`config.mk`:
```
export PLATFORM = sky130hd
export DESIGN_NAME = sc_config_latch_flat
export DESIGN_NICKNAME = d
export VERILOG_FILES = /design/src/rtl/sc_config_latch_pkg.sv /design/src/rtl/sc_config_latch_if.sv /design/src/rtl/sc_config_latch_edge_det.sv /design/src/rtl/sc_config_latch.sv /design/src/flat_wrapper.sv
export SDC_FILE = /design/constraint.sdc
export NUM_CORES = 1
export LEC_CHECK = 0
export BUFFER_PORTS_ARGS = -buffer_cell sky130_fd_sc_hd__buf_2
export CELL_PAD_IN_SITES_DETAIL_PLACEMENT = 1
export CELL_PAD_IN_SITES_GLOBAL_PLACEMENT = 1
export CORE_AREA = 8 8 307 309
export CTS_CLUSTER_DIAMETER = 200
export DETAILED_ROUTE_END_ITERATION = 12
export DIE_AREA = 0 0 315 317
export PLACE_DENSITY = 0.52
export SYNTH_ARGS = -nofsm -noshare
export SYNTH_HDL_FRONTEND = slang
export SYNTH_SLANG_ARGS = --single-unit
export TNS_END_PERCENT = 50
```
`constraint.sdc`:
```
create_clock -name clk_i -period 4.9 [get_ports clk_i]
set_input_delay 0.49 -clock clk_i [delete_from_list [all_inputs] [get_ports clk_i]]
set_output_delay 0.49 -clock clk_i [all_outputs]
set_load 0.01 [all_outputs]
```
`src/rtl/sc_config_latch_pkg.sv`:
```
// Shared types and constants for the frame-synchronous config latch.
package sc_config_pkg;

  localparam int unsigned CFG_WORD_W = 32;

  localparam int unsigned STATUS_W       = 32;
  localparam int unsigned STAT_PENDING   = 0;
  localparam int unsigned STAT_TIMEOUT   = 1;
  localparam int unsigned STAT_FRAMECNT  = 8;
  localparam int unsigned FRAMECNT_W     = 8;
  localparam int unsigned STAT_COMMITCNT = 16;
  localparam int unsigned COMMITCNT_W    = 16;

  typedef enum logic {
    IDLE  = 1'b0,
    ARMED = 1'b1
  } state_e;

endpackage

```
`src/rtl/sc_config_latch_if.sv`:
```
// Staged-config / applied-config bundle between the config block and the latch.
interface sc_config_latch_if
  import sc_config_pkg::*;
#(
  parameter int unsigned NUM_WORDS = 12
);

  logic [NUM_WORDS*CFG_WORD_W-1:0] cfg_i;
  logic                            commit_req_i;
  logic                            bypass_i;
  logic                            vsync_i;
  logic [NUM_WORDS*CFG_WORD_W-1:0] cfg_o;
  logic                            commit_pending_o;
  logic                            commit_done_o;
  logic [STATUS_W-1:0]             status_o;

  modport slave (
    input  cfg_i, commit_req_i, bypass_i, vsync_i,
    output cfg_o, commit_pending_o, commit_done_o, status_o
  );

  modport master (
    output cfg_i, commit_req_i, bypass_i, vsync_i,
    input  cfg_o, commit_pending_o, commit_done_o, status_o
  );

endinterface

```
`src/rtl/sc_config_latch_edge_det.sv`:
```
// Registered rising-edge detector; edge output is combinational from the input.
module sc_edge_det (
  input  logic clk_i,
  input  logic rst_i,
  input  logic d_i,
  output logic edge_c_o
);

  logic d_q, d_d;
  logic live_q, live_d;

  always_comb begin
    d_d    = d_i;
    live_d = 1'b1;
  end

  always_ff @(posedge clk_i) begin
    if (rst_i) begin
      d_q    <= 1'b0;
      live_q <= 1'b0;
    end else begin
      d_q    <= d_d;
      live_q <= live_d;
    end
  end

  // The first cycle out of reset only primes d_q, so a level held through reset is not an edge.
  assign edge_c_o = live_q & d_i & ~d_q;

endmodule

```
`src/rtl/sc_config_latch.sv`:
```
// Double-buffers the video-timing config words and applies them atomically on a
// vsync leading edge, with a timeout-forced commit and a transparent bypass mode.
module sc_config_latch
  import sc_config_pkg::*;
#(
  parameter int unsigned NUM_WORDS      = 12,
  parameter int unsigned TIMEOUT_CYCLES = 2700000
) (
  input logic               clk_i,
  input logic               rst_i,
  sc_config_latch_if.slave  bus
);

  localparam int unsigned CFG_W = NUM_WORDS * CFG_WORD_W;
  localparam int unsigned CNT_W = $clog2(TIMEOUT_CYCLES);

  logic req_edge_c;
  logic vs_edge_c;

  state_e                 state_q, state_d;
  logic [CNT_W-1:0]       cnt_q, cnt_d;
  logic [CFG_W-1:0]       cfg_q, cfg_d;
  logic                   done_q, done_d;
  logic                   timeout_q, timeout_d;
  logic                   bypass_q, bypass_d;
  logic [FRAMECNT_W-1:0]  frame_q, frame_d;
  logic [COMMITCNT_W-1:0] commit_cnt_q, commit_cnt_d;
  logic [STATUS_W-1:0]    status;

  sc_edge_det u_req_det (
    .clk_i    (clk_i),
    .rst_i    (rst_i),
    .d_i      (bus.commit_req_i),
    .edge_c_o (req_edge_c)
  );

  sc_edge_det u_vs_det (
    .clk_i    (clk_i),
    .rst_i    (rst_i),
    .d_i      (bus.vsync_i),
    .edge_c_o (vs_edge_c)
  );

  // Next-state and datapath update.
  always_comb begin
    state_d      = state_q;
    cnt_d        = cnt_q;
    cfg_d        = cfg_q;
    done_d       = 1'b0;
    timeout_d    = timeout_q;
    bypass_d     = bus.bypass_i;
    frame_d      = frame_q;
    commit_cnt_d = commit_cnt_q;

    if (vs_edge_c) frame_d = frame_q + FRAMECNT_W'(1);

    if (bus.bypass_i) begin
      state_d = IDLE;
      cnt_d   = '0;
      cfg_d   = bus.cfg_i;
      if (!bypass_q) begin
        done_d       = 1'b1;
        timeout_d    = 1'b0;
        commit_cnt_d = commit_cnt_q + COMMITCNT_W'(1);
      end
    end else begin
      unique case (state_q)
        IDLE: begin
          // A vsync edge coinciding with the arming edge belongs to the old frame.
          if (req_edge_c) begin
            state_d = ARMED;
            cnt_d   = '0;
          end
        end
        ARMED: begin
          cnt_d = cnt_q + CNT_W'(1);
          if (vs_edge_c || (cnt_q == CNT_W'(TIMEOUT_CYCLES - 1))) begin
            state_d      = IDLE;
            cnt_d        = '0;
            cfg_d        = bus.cfg_i;
            done_d       = 1'b1;
            timeout_d    = ~vs_edge_c;
            commit_cnt_d = commit_cnt_q + COMMITCNT_W'(1);
          end
        end
        default: state_d = IDLE;
      endcase
    end
  end

  always_ff @(posedge clk_i) begin
    if (rst_i) begin
      state_q      <= IDLE;
      cnt_q        <= '0;
      cfg_q        <= '0;
      done_q       <= 1'b0;
      timeout_q    <= 1'b0;
      bypass_q     <= 1'b0;
      frame_q      <= '0;
      commit_cnt_q <= '0;
    end else begin
      state_q      <= state_d;
      cnt_q        <= cnt_d;
      cfg_q        <= cfg_d;
      done_q       <= done_d;
      timeout_q    <= timeout_d;
      bypass_q     <= bypass_d;
      frame_q      <= frame_d;
      commit_cnt_q <= commit_cnt_d;
    end
  end

  // Status word assembled purely from flops.
  always_comb begin
    status                                    = '0;
    status[STAT_PENDING]                      = (state_q == ARMED);
    status[STAT_TIMEOUT]                      = timeout_q;
    status[STAT_FRAMECNT +: FRAMECNT_W]       = frame_q;
    status[STAT_COMMITCNT +: COMMITCNT_W]     = commit_cnt_q;
  end

  assign bus.cfg_o            = cfg_q;
  assign bus.commit_pending_o = (state_q == ARMED);
  assign bus.commit_done_o    = done_q;
  assign bus.status_o         = status;

endmodule

```
`src/flat_wrapper.sv`:
```
// flat-port wrapper written by rule: the top's interface ports become plain ports
module sc_config_latch_flat import sc_config_pkg::*;
#(
  parameter int unsigned NUM_WORDS      = 12,
  parameter int unsigned TIMEOUT_CYCLES = 2700000
)
  (clk_i, rst_i, bus_cfg_i, bus_commit_req_i, bus_bypass_i, bus_vsync_i, bus_cfg_o, bus_commit_pending_o, bus_commit_done_o, bus_status_o);
  sc_config_latch_if #(.NUM_WORDS(NUM_WORDS)) bus_i ();
  input logic clk_i;
  input logic rst_i;
  input wire logic [$bits(bus_i.cfg_i)-1:0] bus_cfg_i;
  input wire logic [$bits(bus_i.commit_req_i)-1:0] bus_commit_req_i;
  input wire logic [$bits(bus_i.bypass_i)-1:0] bus_bypass_i;
  input wire logic [$bits(bus_i.vsync_i)-1:0] bus_vsync_i;
  output wire logic [$bits(bus_i.cfg_o)-1:0] bus_cfg_o;
  output wire logic [$bits(bus_i.commit_pending_o)-1:0] bus_commit_pending_o;
  output wire logic [$bits(bus_i.commit_done_o)-1:0] bus_commit_done_o;
  output wire logic [$bits(bus_i.status_o)-1:0] bus_status_o;
  assign bus_i.cfg_i = bus_cfg_i;
  assign bus_i.commit_req_i = bus_commit_req_i;
  assign bus_i.bypass_i = bus_bypass_i;
  assign bus_i.vsync_i = bus_vsync_i;
  assign bus_cfg_o = bus_i.cfg_o;
  assign bus_commit_pending_o = bus_i.commit_pending_o;
  assign bus_commit_done_o = bus_i.commit_done_o;
  assign bus_status_o = bus_i.status_o;
  sc_config_latch #(.NUM_WORDS(NUM_WORDS), .TIMEOUT_CYCLES(TIMEOUT_CYCLES)) u_core (.clk_i(clk_i), .rst_i(rst_i), .bus(bus_i));
endmodule
```
---- Word level (Yosys, flattened, before mapping) ----
Cells that the tools add are included.
Widths: inputs -> output; s select.
storage, ports and cells
  register bits ........................... 437
  input bits .............................. 389
  output and inout bits ................... 418
  word-level logic and storage cells ...... 53
operators by class
  add/subtract/negate cells ............... 3
  equal/unequal tests ..................... 3
  multiplexer cells ....................... 22
  bitwise logic cells ..................... 8
  reduce and logical (&&, ||, !) cells .... 6
operators by type and width
  operator               count
  $mux 384               3
  $mux 16                4
  $mux 22                2
  $pmux 22 s2            1
  $add 22x1->22 const B  1
  $eq 22x22->1 const B   1
  $add 16x1->16 const B  1
  $mux 1                 11
  $add 8x1->8 const B    1
  $and 1x1->1            4
  $not 1->1              4
  $reduce_bool 2->1      2
  $reduce_and 3->1       1
  $ne 2x1->1 const B     1
  $ne 2x2->1 const B     1
  $pmux 1 s2             1
  $reduce_and 2->1       1
  $reduce_or 2->1        1
  $logic_or 1x1->1       1

---- Longest topological paths before layout ----
Gate-level depths: netlist (run 1).
  word-level depth ........................ 6
  gate-level depth with buffers ........... 10
  depth with buffers taken out ............ 6

---- By module ----
From an unflattened synthesis (run 1), not the netlist that was laid out.
second synthesis, totals
  cells, all modules ...................... 1993
  area total of the unflattened synthesis .. 19814.0 µm²
modules (own cells, without submodules)
  module           instances  cells each  area each (µm²)  seq. area each (µm²)
  sc_config_latch  1          1983        19696.4          8688.3
  sc_edge_det      2          5           58.8             40.0

---- Worst setup path after synthesis (run 1) ----
Ideal clock, no wire load.
  path type ............................... register -> register
  start ................................... register u_core.cnt_q[14]
  end ..................................... register u_core.commit_cnt_q[11]
  library setup time ...................... 70 ps
  arrival time ............................ 2531 ps
  required time ........................... 4830 ps
  path slack .............................. 2298 ps
  cell stages (with the launch flop) ...... 8
  path buffers ............................ 2
  clock period less this slack ............ 2602 ps
  cells stage by stage .................... dfxtp_1 > or4b_1 > or4_1 > clkbuf_1 > o31a_1 > buf_6 > or4_1 > a21oi_1
on the way
  word-level cells in the longest chain between the ends .. 4
RTL lines
  what                                line                    text
  from (decl)                         sc_config_latch.sv:21   logic [CNT_W-1:0] cnt_q, cnt_d;
  from (signal assigned)              sc_config_latch.sv:103  cnt_q <= cnt_d;
  $eq 22x22->1                        sc_config_latch.sv:77   if (vs_edge_c || (cnt_q == CNT_W'(TIMEOUT_CYCLES - 1))) begin
  $logic_or 1x1->1                    sc_config_latch.sv:77
  $reduce_bool 2->1 (no source line)  n/a
  $reduce_and 3->1 (no source line)   n/a
  to (signal assigned)                sc_config_latch.sv:109  commit_cnt_q <= commit_cnt_d;
  to (decl)                           sc_config_latch.sv:27   logic [COMMITCNT_W-1:0] commit_cnt_q, commit_cnt_d;
No other way between the ends.
A chain may end at the register's enable or synchronous reset.

---- Final worst setup path (run 1) ----
  start ................................... register u_core.cnt_q[14]
  end ..................................... register u_core.cfg_q[175] (netlist: u_core.bus.cfg_o[175])
on the way
  word-level cells in the longest chain between the ends .. 4
RTL lines
  what                                line                    text
  $eq 22x22->1                        sc_config_latch.sv:77
  $logic_or 1x1->1                    sc_config_latch.sv:77
  $reduce_bool 2->1 (no source line)  n/a
  $reduce_and 2->1 (no source line)   n/a
  to (signal assigned)                sc_config_latch.sv:104  cfg_q <= cfg_d;
  to (decl)                           sc_config_latch.sv:22   logic [CFG_W-1:0] cfg_q, cfg_d;
No other way between the ends.

==> results.cfg, run 1 <==
[power]
pwr-share-clk_pct = 44.3
p_sw_share_pct = 26.1
internal_power_mw = 6.33
cellPowerDensity_nw_per_um2 = 382
vdd_drop_max_v = 0.000200
p_leak_nw = 10.3
power_switching_mw = 2.24
pwr-share-seq_pct = 44.8
pwr-share-comb_pct = 10.9

[route]
finalWirelength_mm = 73.3
viasPerCell = 4.11
first_iter_violations = 771
dr.pass1.iters = 4
routedWlPerCell_um = 18.6
route.detailed.drc = 0
vias = 16100
ant_nets = 0

[global_routing]
antenna_found_initial = 21
grt_max_degree = 169
track_usage_pct = 13.6
grt-ovfl-total = 0
grt_pass1_wl_mm = 106
grt_pass1_vias = 16400

[placed_design]
hpwl_mm = 54.7
place_ws_ns = 1.65
gp_congestion = 0.772
placed_cell_area_um2 = 20800
dp.cells = 3830
portBuffers = 800

[yosys]
synth_top_family_by_area = simple AND/OR/NAND/NOR gates
netlist_top_cells_area = dfxtp_1 56%, nand2_1 19%, a21oi_1 13%
synth.largest_area_cell = dfxtp_1
synthMuxAreaShare_pct = 0.327
synthSimpleGateAreaFrac_pct = 23.1
synthAdderAreaFrac_pct = 0.319
ys_warn_count = 0
synth_most_common_cell = nand2_1
synth_flop_cell = dfxtp_1
avgSynthCellArea_um2 = 7.90
synth_edf_count = 0
synth_compound_gate_area_share_pct = 15.5
synthDistinctLibCells = 52
ys_ff_latch = 437
synth_area_um2 = 15700
synthCells = 1983
synth_xor_area_share_pct = 0.559
yosysTopAreaCellShare_pct = 55.8
synthTopCellsByCount = 800 x nand2_1, 437 x dfxtp_1, 412 x a21oi_1, 103 x clkbuf_1, 38 x buf_2
ys_seq_area_share_pct = 55.8
async_flop_share_pct = 0

[worst_hold_path]
min_delay_path_depth = 2
worstHoldEndpoint = u_core.u_req_det.d_q
hold_path.class = input pin to flip-flop
hold_start = bus_commit_req_i

[sta]
finalClockSkew_ns = 0.0186
setup_viol = 0
fin_crit_sh_pct = 66.8
min_period_ns = 3.28
hold_violations = 0
tns_ns = 0
fmax_ghz = 0.305
slew_violations = 0
worst_slack_ns = 1.62
rsz0062_at_grt = no
worstMarginPinSlew_ns = 0.937
hold_ws_ns = 0.136
max_slew_margin_pct = 37.5

[critical_path]
start_kind = flip-flop
cp_num_buf_inv = 2
cpPeakStageDelay_ns = 0.67
crit_type = flip-flop to flip-flop
critPathMaxFanout = 63
crit-reg2reg-launch = u_core.cnt_q[14]
worst_r2r_path_depth = 7
cp.arrival_ns = 3.70
cp_top_family = simple AND/OR/NAND/NOR gates
worstSetupEndpointType = flip-flop
r2r-end = u_core.bus.cfg_o[175]
cpMostUsedCell = buf_12
crit_path_top_delay_cell = or4_1
worst_ep_required_time_ns = 5.33
ff2ff_setup_slack_ns = 1.62
path_cells = or4b_1, or4_1, o31a_2, buf_12, buf_12, nand2_1, a21oi_1

[layout]
final_area_um2 = 22400
multiInputGateArea_um2 = 6280
ff_latch_area_um2 = 8750
drive_gt1_share_pct = 32.7
area_growth_syn_to_layout_pct = 43.1
fin_cells = 3931
nets = 3103
nFillCells = 11000

[floorplanning]
die_x_um = 315
die_h_um = 317
rows = 110
core-area_um2 = 89300
initial_core_util_pct = 17.5
boundaryPins = 807
dieArea_um2 = 99900

[cts]
clk_pin_slew_ns = 0.06
cts_buffers = 54
hold_buffers = 0
insertion_delay_ns = 0.59
postCtsSetupRepairBufs = 0
post_cts_resized = 0
cts_tree = yes
clockBufferDepth = 3
cts.sinks = 437
clockRootBuffer = clkbuf_16
htree_levels = 2

[flow_run]
max_cap_violations = 0

[status]
status = finished clean
[placed cells by master, fill, tap and decap left out, drive strengths merged, types with 2 or more instances in the layout]
master / instances
a22o: 4
a21oi: 412
nor2b: 6
inv: 6
a21o: 2
o31ai: 8
xnor2: 4
nand3b: 2
a41oi: 2
nor4: 2
nand4: 8
ha: 4
or3b: 2
and2: 3
dfxtp: 437
o21ai: 12
nor3: 5
or4b: 2
or2: 2
a31oi: 12
nand3: 18
nand2: 800
conb: 6
nor2: 26
clkinv: 4
nor4bb: 2
o31a: 2
buf: 816
and3: 5
xor2: 6
and4: 4
or4: 7
or3: 6
nand2b: 4
diode: 13
mux2i: 4
clkbuf: 83
[per-stage QoR]
stage | total power [mW] | util, %
after global placement | 4.86 | 23.2
after global routing | 9.01 | 25.1
after CTS | 8.77 | 25.1
final | 8.56 | 25.1
after detailed placement | 4.87 | 23.2
after floorplan | 4.34 | -
[registers in the layout, summed over array words and instances (netlist names)]
name                         cells
u_core.bus.cfg_o               384
u_core.cnt_q                    22
u_core.commit_cnt_q             16
u_core.frame_q                   8
u_core.bus.commit_done_o         1
u_core.bus.commit_pending_o      1
u_core.bypass_q                  1
u_core.timeout_q                 1
u_core.u_req_det.d_q             1
u_core.u_req_det.live_q          1
u_core.u_vs_det.d_q              1
[how the worst max path moves through the flow]
stage                                 from                       to  slack (ns)  cells past startpoint
final                     u_core.cnt_q[14]    u_core.bus.cfg_o[175]        1.62                      7
after global routing      u_core.cnt_q[14]    u_core.bus.cfg_o[186]        1.50                      7
after CTS                 u_core.cnt_q[14]   u_core.commit_cnt_q[2]        1.63                      6
after detailed placement  u_core.cnt_q[14]   u_core.commit_cnt_q[2]        1.65                      6
after global placement    u_core.cnt_q[14]   u_core.commit_cnt_q[2]        1.70                      6
after floorplan           u_core.cnt_q[14]  u_core.commit_cnt_q[11]        2.30                      7
[kinds of logic (layout without fill, tap and decap cells)]
group / Yosys count / in the layout
AND/OR/NAND/NOR: 907 / 907
AO/OA/AOI/OAI: 464 / 464
flip-flops: 437 / 437
buffers and inverters: 155 / 909
XOR/XNOR: 10 / 10
multiplexers: 5 / 5
adder cells (fa/ha/maj): 4 / 4
other: 1 / 19
[routing by layer]
metal / track usage, % / wire length [um] / vias to the layer above
met5: 0 / 93 / -
met4: 3.80 / 1780 / 14
met3: 5.52 / 6820 / 110
met2: 22.3 / 34000 / 520
met1: 16.3 / 30600 / 7534
li1: - / - / 7959
[final cells by class]
cell class,count,area share (%)
Clock buffer,83,7.19
Clock inverter,5,0.128
Timing Repair Buffer,816,18.9
Inverter,5,0.0837
Sequential cell,437,39.0
Antenna cell,13,0.145
Multi-Input combinational cell,1396,28.0
Tap cell,1176,6.56
[power groups by stage]
stage | Sequential (mW) | Combinational (mW) | Clock, mW
3_3_place_gp | 3.91 | 0.959 | 0
2_1_floorplan | 3.99 | 0.349 | 0
5_1_grt | 3.86 | 1.04 | 4.11
3_5_place_dp | 3.91 | 0.960 | 0
4_1_cts | 3.83 | 0.962 | 3.97
6_report | 3.83 | 0.933 | 3.80
Note: power is estimated with default switching activity, not from simulation.
==> run 2: changes to the inputs <==
Settings changed: ABC_AREA from default to 1, CORE_AREA 8 8 307 309 to 8 8 304 306, DIE_AREA 0 0 315 317 to 0 0 312 314, PLACE_DENSITY 0.52 to 0.58.
Clock period 4.9 ns to 3.2 ns, I/O delays scaled along.
==> results.cfg, run 2 <==
[yosys]
synth_most_common_cell = nor2_1
synth.largest_area_cell = dfxtp_1
synthDistinctLibCells = 32
synthTopCellsByCount = 829 x nor2_1, 525 x nand2_1, 437 x dfxtp_1, 385 x nand3b_1, 57 x buf_1
synthCells = 2550
synth_flop_cell = dfxtp_1
avgSynthCellArea_um2 = 7.43
ys_ff_latch = 437
yosysTopAreaCellShare_pct = 46.2
synth_area_um2 = 18900
ys_seq_area_share_pct = 46.2
synth_edf_count = 0
netlist_top_cells_area = dfxtp_1 46%, nor2_1 16%, nand3b_1 15%
async_flop_share_pct = 0
ys_warn_count = 0

[sta]
fmax_ghz = 0.445
worstMarginPinSlew_ns = 0.642
rsz0062_at_grt = no
fin_crit_sh_pct = 70.3
setup_viol = 0
slew_violations = 0
max_slew_margin_pct = 57.2
min_period_ns = 2.25
tns_ns = 0
hold_violations = 0
finalClockSkew_ns = 0.0142

[layout]
nets = 3789
final_common_cell = nor2_1
largest_reg_flops = 384
drive_gt1_share_pct = 28.1
fin_cells = 4611
fin_util_pct = 30.8
area_growth_syn_to_layout_pct = 42.3
mostFrequentLayoutCells = 829 x nor2_1, 800 x buf_2, 524 x nand2_1

[route]
ant_nets = 0
viasPerCell = 4.25
dr.pass1.iters = 5
first_iter_violations = 1103
finalWirelength_mm = 83.5
routedWlPerCell_um = 18.1
vias = 19600
route.detailed.drc = 0

[cts]
cts_tree = yes
insertion_delay_ns = 0.59
cts.sinks = 437
clockRootBuffer = clkbuf_16
htree_levels = 2
postCtsSetupRepairBufs = 0
cts_buffers = 54
clockBufferDepth = 3
clk_pin_slew_ns = 0.06

[critical_path]
crit_type = flip-flop to flip-flop
cpMostUsedCell = nor2_1
worstSetupEndpointType = flip-flop
worst_ep_required_time_ns = 3.72
cp.arrival_ns = 2.76
crit_path_top_delay_cell = dfxtp_1
cpPeakStageDelay_ns = 0.39
critPathMaxFanout = 53
start_kind = flip-flop
path_cells = ha_1, nand3_1, nor2_1, nand3_2, nand2_2, nand2_4, nand2_8, buf_4, nor2_1, nor2_1

[power]
p_leak_nw = 13.1
cellPowerDensity_nw_per_um2 = 546
vdd_drop_max_v = 0.000287
power_mw = 14.7

[placed_design]
portBuffers = 800
gp_congestion = 0.783
dp.cells = 4386
hpwl_mm = 62.3

[floorplanning]
initial_core_util_pct = 21.6
die_x_um = 312
die_h_um = 314
rows = 109
boundaryPins = 807
core-area_um2 = 87600
dieArea_um2 = 98000

[global_routing]
grt-ovfl-total = 0
antenna_found_initial = 15
grt_pass1_vias = 19800
track_usage_pct = 15.9
grt_max_degree = 88
grt_pass1_wl_mm = 124

[status]
status = finished clean

[worst_hold_path]
hold_path.class = input pin to flip-flop

[flow_run]
max_cap_violations = 0
## run 2: cell types whose count changed in the layout (fill, tap and decap cells not counted), sizes merged, moves of 7 or more
cell / previous run / this run
a21oi: 412 / 34
a31oi: 12 / 1
buf: 816 / 854
clkbuf: 83 / 73
clkinv: 4 / 14
dlygate4sd3: 0 / 119
inv: 6 / 42
nand2: 800 / 529
nand3: 18 / 37
nand3b: 2 / 385
nor2: 26 / 840
o31ai: 8 / 0
or4: 7 / 0
## run 2: cells by family after synthesis
logic type,after synthesis,synth area share (%)
AOI/OAI and AO/OA,53,1.43
xor gates and xnor gates,18,0.833
adders and majority gates,4,0.264
buffers and inverters,231,7.09
DFF,437,46.2
other,1,0.0198
and+or+nand+nor,1806,44.2
## run 2: worst paths after layout
check	from	to	slack (ns)	depth (start not counted)
worst max-delay path	u_core.cnt_q[1]	u_core.bus.cfg_o[70]	0.95	10
worst min register to register	u_core.frame_q[7]	u_core.frame_q[7]	0.47	2
worst max register to register	u_core.cnt_q[1]	u_core.bus.cfg_o[70]	0.95	10
worst min-delay path	bus_cfg_i[163]	u_core.bus.cfg_o[163]	0.04	4
## run 2: through the flow
stage          instance area, um^2  hold slack, ns  setup slack [ns]
4_1_cts                      26900       0.0000211             0.910
3_5_place_dp                 23900           0.463             0.919
2_1_floorplan                19000           0.427              1.55
6_report                     26900          0.0404             0.951
5_1_grt                      26900          0.0105             0.737
3_3_place_gp                 23900           0.456             0.957
## run 2: report_power, final
| part | switching, mW | internal [mW] | leakage, nW |
|---|---|---|---|
| clock network | 2.51 | 3.83 | 0.890 |
| registers | 0.199 | 5.84 | 3.64 |
| logic | 1.36 | 0.984 | 8.54 |
## run 2: routing by layer
layer / share of wire (%) / up-vias / track usage, %
met5: 0.068 / - / 0
met4: 3.1 / 8 / 4.80
met3: 5.5 / 129 / 4.00
met2: 51 / 482 / 29.2
met1: 40 / 9288 / 18.2
li1: - / 9708 / -
## run 2: critical path, delay by kind of cell (launching register included)
kind | cells | cell delay, ns
DFF | 1 | 0.39
buffers and inverters | 1 | 0.36
adders and majority gates | 1 | 0.17
and+or+nand+nor | 8 | 1.20
## run 2: layout make-up
class | count | area (um^2)
Fill cell | 11000 | 60600
Multi-Input combinational cell | 1887 | 8890
Sequential cell | 437 | 8750
Timing Repair Buffer | 973 | 5840
Clock buffer | 73 | 1530
Tap cell | 1165 | 1460
Clock inverter | 24 | 290
Inverter | 43 | 169
Antenna cell | 9 | 22.5
## run 2: what timing repair did
item	CTS	global route
hold endpoints to repair	119	0
gates resized for setup	0	0
hold buffers	119	0
==> run 3: changes to the inputs <==
Clock period 3.2 ns to 2.3 ns, I/O delays scaled along.
==> results.cfg, run 3 (same netlist as run 2, synthesis figures left out) <==
[floorplanning]
boundaryPins = 807
initial_core_util_pct = 21.6
core-area_um2 = 87600
dieArea_um2 = 98000
die_x_um = 312
die_h_um = 314
rows = 109

[global_routing]
antenna_found_initial = 5
grt_pass1_wl_mm = 133
track_usage_pct = 16.8
grt-ovfl-total = 0
grt_max_degree = 71
grt_pass1_vias = 21800

[sta]
hold_violations = 0
worstMarginPinSlew_ns = 0.760
slew_violations = 0
worst_slack_ns = 0.165
finalClockSkew_ns = 0.0207
max_slew_margin_pct = 49.2
setup_viol = 0
fin_crit_sh_pct = 92.8
fmax_ghz = 0.468
tns_ns = 0
min_period_ns = 2.14

[layout]
area_growth_syn_to_layout_pct = 59.1
nFillCells = 10800
mostFrequentLayoutCells = 829 x nor2_1, 800 x buf_2, 524 x nand2_1
final_common_cell = nor2_1
drive_gt1_share_pct = 26.7
nets = 4093
largest_reg_flops = 384

[cts]
cts.sinks = 437
htree_levels = 2
cts_tree = yes
clockBufferDepth = 3
postCtsSetupRepairBufs = 0
cts_buffers = 55
insertion_delay_ns = 0.60
clk_pin_slew_ns = 0.06
clockRootBuffer = clkbuf_16

[route]
ant_nets = 0
dr.pass1.iters = 7
finalWirelength_mm = 88.0
routedWlPerCell_um = 17.9
viasPerCell = 4.24
route.detailed.drc = 0
first_iter_violations = 979
vias = 20800

[power]
p_leak_nw = 14.5
cellPowerDensity_nw_per_um2 = 700
vdd_drop_max_v = 0.000493

[critical_path]
crit-reg2reg-launch = u_core.cnt_q[1]
worstSetupEndpointType = flip-flop
crit_type = flip-flop to flip-flop
worst_r2r_path_depth = 11
cp.arrival_ns = 2.65
start_kind = flip-flop
critPathMaxFanout = 48
r2r-end = u_core.bus.cfg_o[362]
worst_ep_required_time_ns = 2.81
ff2ff_setup_slack_ns = 0.16

[placed_design]
portBuffers = 800
gp_congestion = 0.805
place_ws_ns = 0.202
hpwl_mm = 63.7

[worst_hold_path]
min_delay_path_depth = 4
hold_path.class = input pin to flip-flop
worstHoldEndpoint = u_core.bus.cfg_o[215]
hold_start = bus_cfg_i[215]

[status]
status = finished clean

[flow_run]
max_cap_violations = 0
-- run 3: cell types whose count changed in the layout (fill, tap and decap cells not counted), moves of 2 or more --
| cell | delta |
|---|---|
| dlygate4sd3_1 | +267 |
| buf_4 | +19 |
| buf_12 | +16 |
| clkbuf_1 | +4 |
| diode_2 | -4 |
| clkinv_2 | -3 |
| clkbuf_8 | +2 |
| clkinvlp_4 | -2 |
-- run 3: what timing repair did --
item	4_1_cts	5_1_grt
hold buffers	386	0
endpoints found under the setup margin	0	1
endpoints found under the hold margin	390	0
gates resized for setup	0	1
-- run 3: how the worst max path moves through the flow --
stage                                       end  slack (ns)  cells past startpoint            start
after floorplan           u_core.bus.cfg_o[156]        0.65                     11  u_core.cnt_q[1]
after global placement    u_core.bus.cfg_o[330]        0.22                     11  u_core.cnt_q[1]
after detailed placement  u_core.bus.cfg_o[294]        0.20                     11  u_core.cnt_q[1]
after CTS                 u_core.bus.cfg_o[376]        0.15                     11  u_core.cnt_q[1]
after global routing      u_core.bus.cfg_o[362]      -0.003                     11  u_core.cnt_q[1]
final                     u_core.bus.cfg_o[362]        0.16                     11  u_core.cnt_q[1]
-- run 3: critical path, stage by stage (launching register included) --
cell     delay, ns
dfxtp_1       0.39
ha_1          0.17
nand3_1       0.12
nor2_1        0.16
nand3_2       0.17
nand2_2       0.13
nand2_4       0.08
nand2_8       0.10
buf_16        0.23
buf_12        0.21
nor2_1        0.08
nor2_1        0.15
-- run 3: through the flow --
stage	util (%)	area (um^2)	hold slack, ns	instances	power (mW)
final	34.4	30100	0.0508	4912	21.1
after global routing	34.4	30100	0.0465	4912	22.2
after CTS	34.4	30100	0.00453	4907	21.5
after detailed placement	27.9	24400	0.459	4422	11.8
after global placement	27.9	24400	0.454	4422	11.8
after floorplan	-	19000	0.337	2555	10.3
-- run 3: area by class of cell --
class	instances	area (um^2)	share of cell area [%]
antenna	5	12.5	0.0415
clock buffer	80	1600	5.32
clock inverter	19	246	0.818
inverter	43	169	0.561
multi-input combinational	1887	8890	29.5
sequential	437	8750	29.0
tap	1165	1460	4.84
timing repair buffer	1276	9000	29.9
-- run 3: power by group --
group	total [mW]	internal (mW)	switching (mW)
registers	8.42	8.13	0.285
clock network	8.90	5.37	3.53
logic	3.78	1.75	2.03
total	21.1	15.2	5.84
-- run 3: layer usage --
metal | vias to the layer above | track usage, % | part of all wire (%)
met5 | - | 0 | 0
met1 | 9769 | 19.1 | 41
li1 | 10300 | - | -
met2 | 554 | 30.3 | 50
met3 | 177 | 3.73 | 5.1
met4 | 0 | 7.30 | 4.7
